[config.mk]
export PLATFORM = sky130hd
export DESIGN_NAME = sig_a_pattern_gen_flat
export DESIGN_NICKNAME = d
export VERILOG_FILES = /design/src/rtl/sig_a_pattern_gen_if.sv /design/src/rtl/sig_a_pattern_gen.sv /design/src/flat_wrapper.sv
export SDC_FILE = /design/constraint.sdc
export NUM_CORES = 1
export LEC_CHECK = 0
export ABC_AREA = 1
export CORE_MARGIN = 3
export CORE_UTILIZATION = 53
export DETAILED_ROUTE_END_ITERATION = 8
export PLACE_DENSITY = 0.79
export RECOVER_POWER = 50
export SLEW_MARGIN = 15
export SYNTH_ARGS = -nofsm -noshare
export SYNTH_HDL_FRONTEND = slang
export SYNTH_SLANG_ARGS = --single-unit
[constraint.sdc]
create_clock -name clk -period 1.9 [get_ports clk]
set_input_delay 0.38 -clock clk [delete_from_list [all_inputs] [get_ports clk]]
set_output_delay 0.38 -clock clk [all_outputs]
set_load 0.02 [all_outputs]
[src/rtl/sig_a_pattern_gen_if.sv]
// Pattern offer channel: valid/ready handshake plus the pattern descriptor.
interface sig_a_pattern_gen_if #(
    parameter int unsigned PAT_W  = 16,
    parameter int unsigned HOLD_W = 4
);
    localparam int unsigned LEN_W = $clog2(PAT_W) + 1;

    logic              start_valid;
    logic              start_ready;
    logic [PAT_W-1:0]  pattern;
    logic [LEN_W-1:0]  length;
    logic [HOLD_W-1:0] hold;
    logic              idle_level;

    modport master (
        output start_valid, pattern, length, hold, idle_level,
        input  start_ready
    );

    modport slave (
        input  start_valid, pattern, length, hold, idle_level,
        output start_ready
    );
endinterface

[src/rtl/sig_a_pattern_gen.sv]
// Drives an accepted bit pattern MSB-first onto sig_a with a per-bit hold,
// and emits a registered fall_strobe plus a saturating fall count.
module sig_a_pattern_gen #(
    parameter int unsigned PAT_W  = 16,
    parameter int unsigned HOLD_W = 4,
    parameter int unsigned CNT_W  = 8
) (
    input  logic               clk,
    input  logic               rst,
    sig_a_pattern_gen_if.slave start,
    input  logic               clear_count,
    output logic               sig_a,
    output logic               busy,
    output logic               done,
    output logic               fall_strobe,
    output logic [CNT_W-1:0]   fall_count
);
    localparam int unsigned LEN_W = $clog2(PAT_W) + 1;
    localparam int unsigned IDX_W = $clog2(PAT_W);
    localparam logic [CNT_W-1:0] CNT_MAX = {CNT_W{1'b1}};

    typedef enum logic {IDLE, DRIVE} state_t;

    state_t             state_q, state_d;
    logic [PAT_W-1:0]   pat_q, pat_d;
    logic [IDX_W-1:0]   idx_q, idx_d;
    logic [HOLD_W-1:0]  hold_q, hold_d;
    logic [HOLD_W-1:0]  hcnt_q, hcnt_d;
    logic               idle_q, idle_d;
    logic               sig_a_d, busy_d, done_d, fall_d;
    logic [CNT_W-1:0]   count_d;

    logic               accept;
    logic [LEN_W-1:0]   eff_len;
    logic [IDX_W-1:0]   first_idx;
    logic [IDX_W-1:0]   idx_dec;
    logic               bit_end;
    logic               last_bit;

    // Zero and oversize lengths both mean a full-width pattern
    assign eff_len   = (start.length == '0 || start.length > LEN_W'(PAT_W))
                     ? LEN_W'(PAT_W) : start.length;
    assign first_idx = IDX_W'(eff_len - LEN_W'(1));
    assign idx_dec   = idx_q - IDX_W'(1);
    assign bit_end   = (hcnt_q == '0);
    assign last_bit  = bit_end && (idx_q == '0);

    assign start.start_ready = (state_q == IDLE);
    assign accept            = start.start_valid && (state_q == IDLE);

    // State register
    always_ff @(posedge clk or negedge rst) begin
        if (!rst) state_q <= IDLE;
        else      state_q <= state_d;
    end

    // Next-state logic
    always_comb begin
        state_d = state_q;
        case (state_q)
            IDLE:  if (accept)   state_d = DRIVE;
            DRIVE: if (last_bit) state_d = IDLE;
        endcase
    end

    // Datapath and output next values
    always_comb begin
        pat_d   = pat_q;
        idx_d   = idx_q;
        hold_d  = hold_q;
        hcnt_d  = hcnt_q;
        idle_d  = idle_q;
        sig_a_d = sig_a;
        done_d  = 1'b0;
        case (state_q)
            IDLE: begin
                sig_a_d = idle_q;
                if (accept) begin
                    pat_d   = start.pattern;
                    idx_d   = first_idx;
                    hold_d  = start.hold;
                    hcnt_d  = start.hold;
                    idle_d  = start.idle_level;
                    sig_a_d = start.pattern[first_idx];
                end
            end
            DRIVE: begin
                if (!bit_end) begin
                    hcnt_d  = hcnt_q - HOLD_W'(1);
                    sig_a_d = pat_q[idx_q];
                end else if (idx_q != '0) begin
                    idx_d   = idx_dec;
                    hcnt_d  = hold_q;
                    sig_a_d = pat_q[idx_dec];
                end else begin
                    sig_a_d = idle_q;
                    done_d  = 1'b1;
                end
            end
        endcase
        busy_d = (state_d == DRIVE);
        fall_d = sig_a & ~sig_a_d;
        // Clear wins over a coincident fall
        if (clear_count)
            count_d = '0;
        else if (fall_strobe && fall_count != CNT_MAX)
            count_d = fall_count + CNT_W'(1);
        else
            count_d = fall_count;
    end

    // Registered datapath and outputs
    always_ff @(posedge clk or negedge rst) begin
        if (!rst) begin
            pat_q       <= '0;
            idx_q       <= '0;
            hold_q      <= '0;
            hcnt_q      <= '0;
            idle_q      <= 1'b0;
            sig_a       <= 1'b0;
            busy        <= 1'b0;
            done        <= 1'b0;
            fall_strobe <= 1'b0;
            fall_count  <= '0;
        end else begin
            pat_q       <= pat_d;
            idx_q       <= idx_d;
            hold_q      <= hold_d;
            hcnt_q      <= hcnt_d;
            idle_q      <= idle_d;
            sig_a       <= sig_a_d;
            busy        <= busy_d;
            done        <= done_d;
            fall_strobe <= fall_d;
            fall_count  <= count_d;
        end
    end
endmodule

[src/flat_wrapper.sv]
// flat-port wrapper written by rule: the top's interface ports become plain ports
module sig_a_pattern_gen_flat 
#(
    parameter int unsigned PAT_W  = 16,
    parameter int unsigned HOLD_W = 4,
    parameter int unsigned CNT_W  = 8
)
  (clk, rst, clear_count, sig_a, busy, done, fall_strobe, fall_count, start_start_valid, start_pattern, start_length, start_hold, start_idle_level, start_start_ready);
  sig_a_pattern_gen_if #(.PAT_W(PAT_W), .HOLD_W(HOLD_W)) start_i ();
  input  logic clk;
  input  logic rst;
  input  logic clear_count;
  output logic sig_a;
  output logic busy;
  output logic done;
  output logic fall_strobe;
  output logic [CNT_W-1:0] fall_count;
  input wire logic [$bits(start_i.start_valid)-1:0] start_start_valid;
  input wire logic [$bits(start_i.pattern)-1:0] start_pattern;
  input wire logic [$bits(start_i.length)-1:0] start_length;
  input wire logic [$bits(start_i.hold)-1:0] start_hold;
  input wire logic [$bits(start_i.idle_level)-1:0] start_idle_level;
  output wire logic [$bits(start_i.start_ready)-1:0] start_start_ready;
  assign start_i.start_valid = start_start_valid;
  assign start_i.pattern = start_pattern;
  assign start_i.length = start_length;
  assign start_i.hold = start_hold;
  assign start_i.idle_level = start_idle_level;
  assign start_start_ready = start_i.start_ready;
  sig_a_pattern_gen #(.PAT_W(PAT_W), .HOLD_W(HOLD_W), .CNT_W(CNT_W)) u_core (.clk(clk), .rst(rst), .start(start_i), .clear_count(clear_count), .sig_a(sig_a), .busy(busy), .done(done), .fall_strobe(fall_strobe), .fall_count(fall_count));
endmodule
## Word level (Yosys, flattened, before mapping)

Index checks and enable logic that the tools add are counted.

| word-level totals | value |
|---|---|
| logic and storage cells | 65 |
| bits of input ports | 30 |
| latch bits | 0 |
| memories kept | 0 |
| memory bits (writable) | 0 |
| bits in registers | 41 |
| ROM bits | 0 |

| cells by class | value |
|---|---|
| shift operators | 0 |
| multiply operators | 0 |
| bitwise operators | 3 |
| mux-type cells | 27 |
| reduce and logical (&&, ||, !) cells | 12 |
| equal/unequal tests | 5 |
| add/sub/neg operators | 4 |
| $lt $le $gt $ge | 4 |
| divide/modulo/power cells | 0 |

Operators with widths:

| operator | number |
|---|---|
| $mux 4 | 7 |
| $mux 8 | 2 |
| $pmux 4 s2 | 2 |
| $lt 4x5->1 const B | 3 |
| $bmux 1 s4 | 3 |
| $sub 4x1->4 const B | 3 |
| $mux 1 | 11 |
| $add 8x1->8 const B | 1 |
| $logic_not 4->1 | 2 |
| $ne 8x8->1 const B | 1 |
| $gt 5x5->1 const B | 1 |
| $logic_not 5->1 | 1 |
| $ne 2x2->1 const B | 2 |
| $pmux 1 s2 | 2 |
| $reduce_and 2->1 | 2 |
| $reduce_bool 4->1 | 1 |
| $logic_and 1x1->1 | 3 |
| $ne 3x3->1 const B | 1 |
| $reduce_and 3->1 | 1 |
| $ne 2x1->1 const B | 1 |
| $not 1->1 | 2 |
| $reduce_bool 2->1 | 1 |
| $and 1x1->1 | 1 |
| $logic_or 1x1->1 | 1 |

## Logic depth before layout (Yosys ltp)

| depth | value |
|---|---|
| word-level depth | 10 |
| mapped depth | 14 |
| gate-level depth less buffers | 13 |

## Worst setup path before layout

OpenSTA, ideal clock, no wires.

| timing | value |
|---|---|
| kind | reg-to-reg |
| from | register u_core.idx_q[0] |
| to | register u_core.fall_strobe |
| path buffers | 3 |
| period minus slack after synthesis | 1.754 ns |
| cell stages (with the launch flop) | 14 |
| library setup time | 0.114 ns |
| arrival | 1.639 ns |
| path slack | 0.146 ns |
| cell sequence | dfrtp_1 > buf_6 > inv_4 > buf_6 > ha_1 > buf_2 > nor2_1 > o21ai_1 > o211ai_1 > nand3_1 > nand3_1 > a21oi_4 > nand2_2 > nor2_2 |

| on the way | value |
|---|---|
| word-level cells in the longest chain between the ends | 8 |
| elaborated cells between the ends (all ways) | 11 |
| classes of those cells | add/sub (1); mux (7); bitwise (2); reduce/logical (1) |

Ends and longest elaborated chain:

| item | line | text |
|---|---|---|
| start: declaration | sig_a_pattern_gen.sv:26 | `logic [IDX_W-1:0] idx_q, idx_d;` |
| start signal: assignment | sig_a_pattern_gen.sv:127 | `idx_q <= idx_d;` |
| $sub 4x1->4 | sig_a_pattern_gen.sv:44 | `assign idx_dec = idx_q - IDX_W'(1);` |
| $bmux 1 s4 | sig_a_pattern_gen.sv:94 | `sig_a_d = pat_q[idx_dec];` |
| $mux 1 (implied by the code) | sig_a_pattern_gen.sv:94 |  |
| $mux 1 | sig_a_pattern_gen.sv:91 | `end else if (idx_q != '0) begin` |
| $mux 1 * | sig_a_pattern_gen.sv:88 | `if (!bit_end) begin` |
| $pmux 1 s2 * | sig_a_pattern_gen.sv:75 | `case (state_q)` |
| net u_core.sig_a_d | sig_a_pattern_gen.sv:30 | `logic sig_a_d, busy_d, done_d, fall_d;` |
| $not 1->1 * | sig_a_pattern_gen.sv:102 | `fall_d = sig_a & ~sig_a_d;` |
| $and 1x1->1 * | sig_a_pattern_gen.sv:102 |  |
| net u_core.fall_d | sig_a_pattern_gen.sv:30 |  |
| end signal: assignment | sig_a_pattern_gen.sv:134 | `fall_strobe <= fall_d;` |
| end: declaration | sig_a_pattern_gen.sv:15 | `output logic fall_strobe,` |

The timed path passes the listed nets; every way through them passes the cells marked *. The select of a mux whose other input is x is not followed.
A chain may end at the register's enable or synchronous reset.

## Final worst setup path

| timing | value |
|---|---|
| from | register u_core.state_q |
| to | output start_start_ready |

| on the way | value |
|---|---|
| word-level cells in the longest chain between the ends | 1 |

Ends and longest elaborated chain:

| item | line | text |
|---|---|---|
| start: declaration | sig_a_pattern_gen.sv:24 | `state_t state_q, state_d;` |
| start signal: assignment | sig_a_pattern_gen.sv:54 | `else state_q <= state_d;` |
| $not 1->1 (no source line) | - |  |
| end: declaration | flat_wrapper.sv:23 | `output wire logic [$bits(start_i.start_ready)-1:0] start_start_ready;` |

No other way between the ends.

==> results.sh <==
export IMPL_numCtsBuffers=5
export IMPL_hold_buffers=0
export IMPL_hold_violations=0
export IMPL_gp_congestion=0.943
export IMPL_areaGrowthSynthToFinish_pct=25.3
export IMPL_finalNonFillerCells=453
export IMPL_routed_top_layer="met4"
export IMPL_syn_inst=345
export IMPL_r2r_start="u_core.idx_q[1]"
export IMPL_synth_seq_cells=41
export IMPL_synth_area_leader_cell="dfrtp_1"
export IMPL_drcViolationCount=0
export IMPL_cp_end_kind="output pin"
export IMPL_port_buffers=42
export IMPL_wl_per_cell_um=13.3
export IMPL_crit_start="u_core.state_q"
export IMPL_hp_class="primary input to asynchronous set/reset pin"
export IMPL_synth_top_area_share_pct=40.4
export IMPL_wl_met1_mm=2.73
export IMPL_placed_cells=445
export IMPL_grt_usage_pct=23.0
export IMPL_finClkSkew_ns=0.00703
export IMPL_cts_tree="built"
export IMPL_yosysWarnings=0
export IMPL_power_leakage_nw=1.52
export IMPL_place_detailed_hpwl_mm=4.63
export IMPL_synthXorXnorAreaFrac_pct=1.72
export IMPL_muxShareOfSynthArea_pct=0
export IMPL_post_route_util_pct=70.8
export IMPL_synthAdderAreaFrac_pct=1.48
export IMPL_slowest_delay_ns=0.60
export IMPL_grt_overflow_total=0
export IMPL_mappedNetlistNets=378
export IMPL_synth_area_per_cell_um2=7.37
export IMPL_total_power_mw=4.40
export IMPL_initialDrtViolationCount=188
export IMPL_synthTopCellsByCount="nand2_1 (88), o21ai_0 (45), inv_1 (44)"
export IMPL_firstDrtPassIters=4
export IMPL_setup_viol_count_final=0
export IMPL_cts_htree_levels=2
export IMPL_met3_wirelength_um=352
export IMPL_worstMarginPinSlew_ns=1.00
export IMPL_cts_root_buf="clkbuf_8"
export IMPL_period_needed_ns=1.79
export IMPL_drive_gt1_share_pct=11.7
export IMPL_ys_seq_area_share_pct=40.4
export IMPL_setup_tns_ns=0
export IMPL_maxSlewHeadroom_pct=33.1
export IMPL_ir_drop_mv=0.671
export IMPL_synth_edf_count=0
export IMPL_rows=24
export IMPL_path_class="flip-flop to output pin"
export IMPL_synth_most_common_cell="nand2_1"
export IMPL_clk_pin_slew_ns=0.09
export IMPL_yosysUniqueCellTypes=33
export IMPL_crit_required_ns=1.52
export IMPL_vias=2400
export IMPL_status="complete, no violations"
export IMPL_start_util_pct=56.4
export IMPL_clockBufferDepth=2
export IMPL_worstSetupStartpointType="flip-flop"
export IMPL_ys_flop_type="dfrtp_1"
export IMPL_fp_dieW_um=75.3
export IMPL_fin_crit_sh_pct=94.0
export IMPL_routed_wl_mm=6.02
export IMPL_fmax_mhz=560
export IMPL_final_net_count=433
export IMPL_num_io_pins=43
export IMPL_synthArstFlopShare_pct=100
export IMPL_synth_top_family_by_area="simple AND/OR/NAND/NOR gates"
export IMPL_syn_cell_area_mm2=0.00254
export IMPL_ant_nets=0
export IMPL_grt_pass1_wl_mm=9.87
export IMPL_diodes=0
export IMPL_cts_sinks=41
export IMPL_path_cells="inv_1 > clkdlybuf4s50_1"
export IMPL_r2r_slack_ns=0.14
export IMPL_core_area_mm2=0.00450
export IMPL_slew_viol_final=0
export IMPL_route_met2_wl_mm=2.87
export IMPL_synth_compound_area_share_pct=17.8
export IMPL_path_max_fanout=5
export IMPL_power_density_mw_per_mm2=1380
export IMPL_antenna_found_initial=0
export IMPL_insertion_delay_ns=0.30
export IMPL_cp_arrival_ns=1.41
export IMPL_max_cap_violations=0
export IMPL_die_h_um=75.3
export IMPL_viasPerCell=5.30
export IMPL_r2r_cells=10
export IMPL_synth_simple_area_share_pct=28.5
export IMPL_die_area_mm2=0.00566
export IMPL_critical_path_slowest_cell="clkdlybuf4s50_1"
export IMPL_grt_max_degree=42
export IMPL_synth_area_top_cells="dfrtp_1 (40%), nand2_1 (13%), o21ai_0 (8.9%), inv_1 (6.5%), nor2_1 (4.4%)"
export IMPL_grt_pass1_vias=2183
==> cell usage in the layout, fill, tap and decap left out, drive strengths merged, types with 2 or more instances in the layout <==
cell type,n
nand2,93
o21ai,51
inv,48
clkdlybuf4s50,41
dfrtp,41
nor2,36
buf,15
nand3,15
a21oi,13
clkbuf,8
nand4,7
o211ai,6
o22ai,6
nor3,4
xor2,3
ha,3
xnor2,2
o221ai,2
==> kinds of logic after synthesis <==
group / after synthesis
AO/OA/AOI/OAI: 80
XOR/XNOR: 5
adder cells (fa/ha/maj): 3
buffers and inverters: 59
flip-flops: 41
AND/OR/NAND/NOR: 157
==> critical path, delay by kind of cell (launching register included) <==
kind / cells / cell delay, ns
DFF: 1 / 0.43
buffers and inverters: 2 / 0.69
==> layout make-up <==
| type | instances | area [um^2] |
|---|---|---|
| Fill cell | 378 | 1320 |
| Multi-Input combinational cell | 245 | 1260 |
| Sequential cell | 41 | 1030 |
| Timing Repair Buffer | 59 | 534 |
| Inverter | 48 | 183 |
| Clock buffer | 5 | 68.8 |
| Tap cell | 52 | 65.1 |
| Clock inverter | 3 | 46.3 |
==> per-layer routing <==
metal	GRT usage, %	vias up
met3	4.94	6
met1	31.2	1085
met4	6.60	0
met2	37.4	71
met5	0	-
li1	-	1238
==> worst paths after layout <==
path                                   endpoint
min in group clk               u_core.hold_q[2]
setup reg to reg             u_core.fall_strobe
hold / removal             u_core.fall_count[6]
hold reg to reg                u_core.hold_q[2]
max in group asynchronous         u_core.idle_q
setup / recovery              start_start_ready
==> through the flow <==
stage,cell area [um^2],hold WS (ns),setup slack (ns)
finish,3190,0.328,0.114
global route,3190,0.405,-0.000473
CTS,3190,0.156,0.0925
detailed placement,3080,0.478,-0.165
global placement,3080,0.466,-0.0987
floorplan,2540,0.0844,0.146
==> power by group <==
part	switching (mW)	internal [mW]
clock	0.320	0.393
combinational	1.30	0.904
sequential	0.271	1.22
==> registers in the layout, indices dropped and copies added (netlist names) <==
name                flops
u_core.state_q          1
u_core.sig_a            1
u_core.fall_strobe      1
u_core.idle_q           1
u_core.pat_q           16
u_core.hold_q           4
u_core.done             1
u_core.fall_count       8
u_core.hcnt_q           4
u_core.idx_q            4
==> what timing repair did <==
action | 4_1_cts | 5_1_grt
buffers inserted | 0 | 0
endpoints found under the hold margin | 0 | 0
resized for setup | 0 | 3
setup endpoints to repair | 0 | 4
Note: power is estimated with default switching activity, not from simulation.
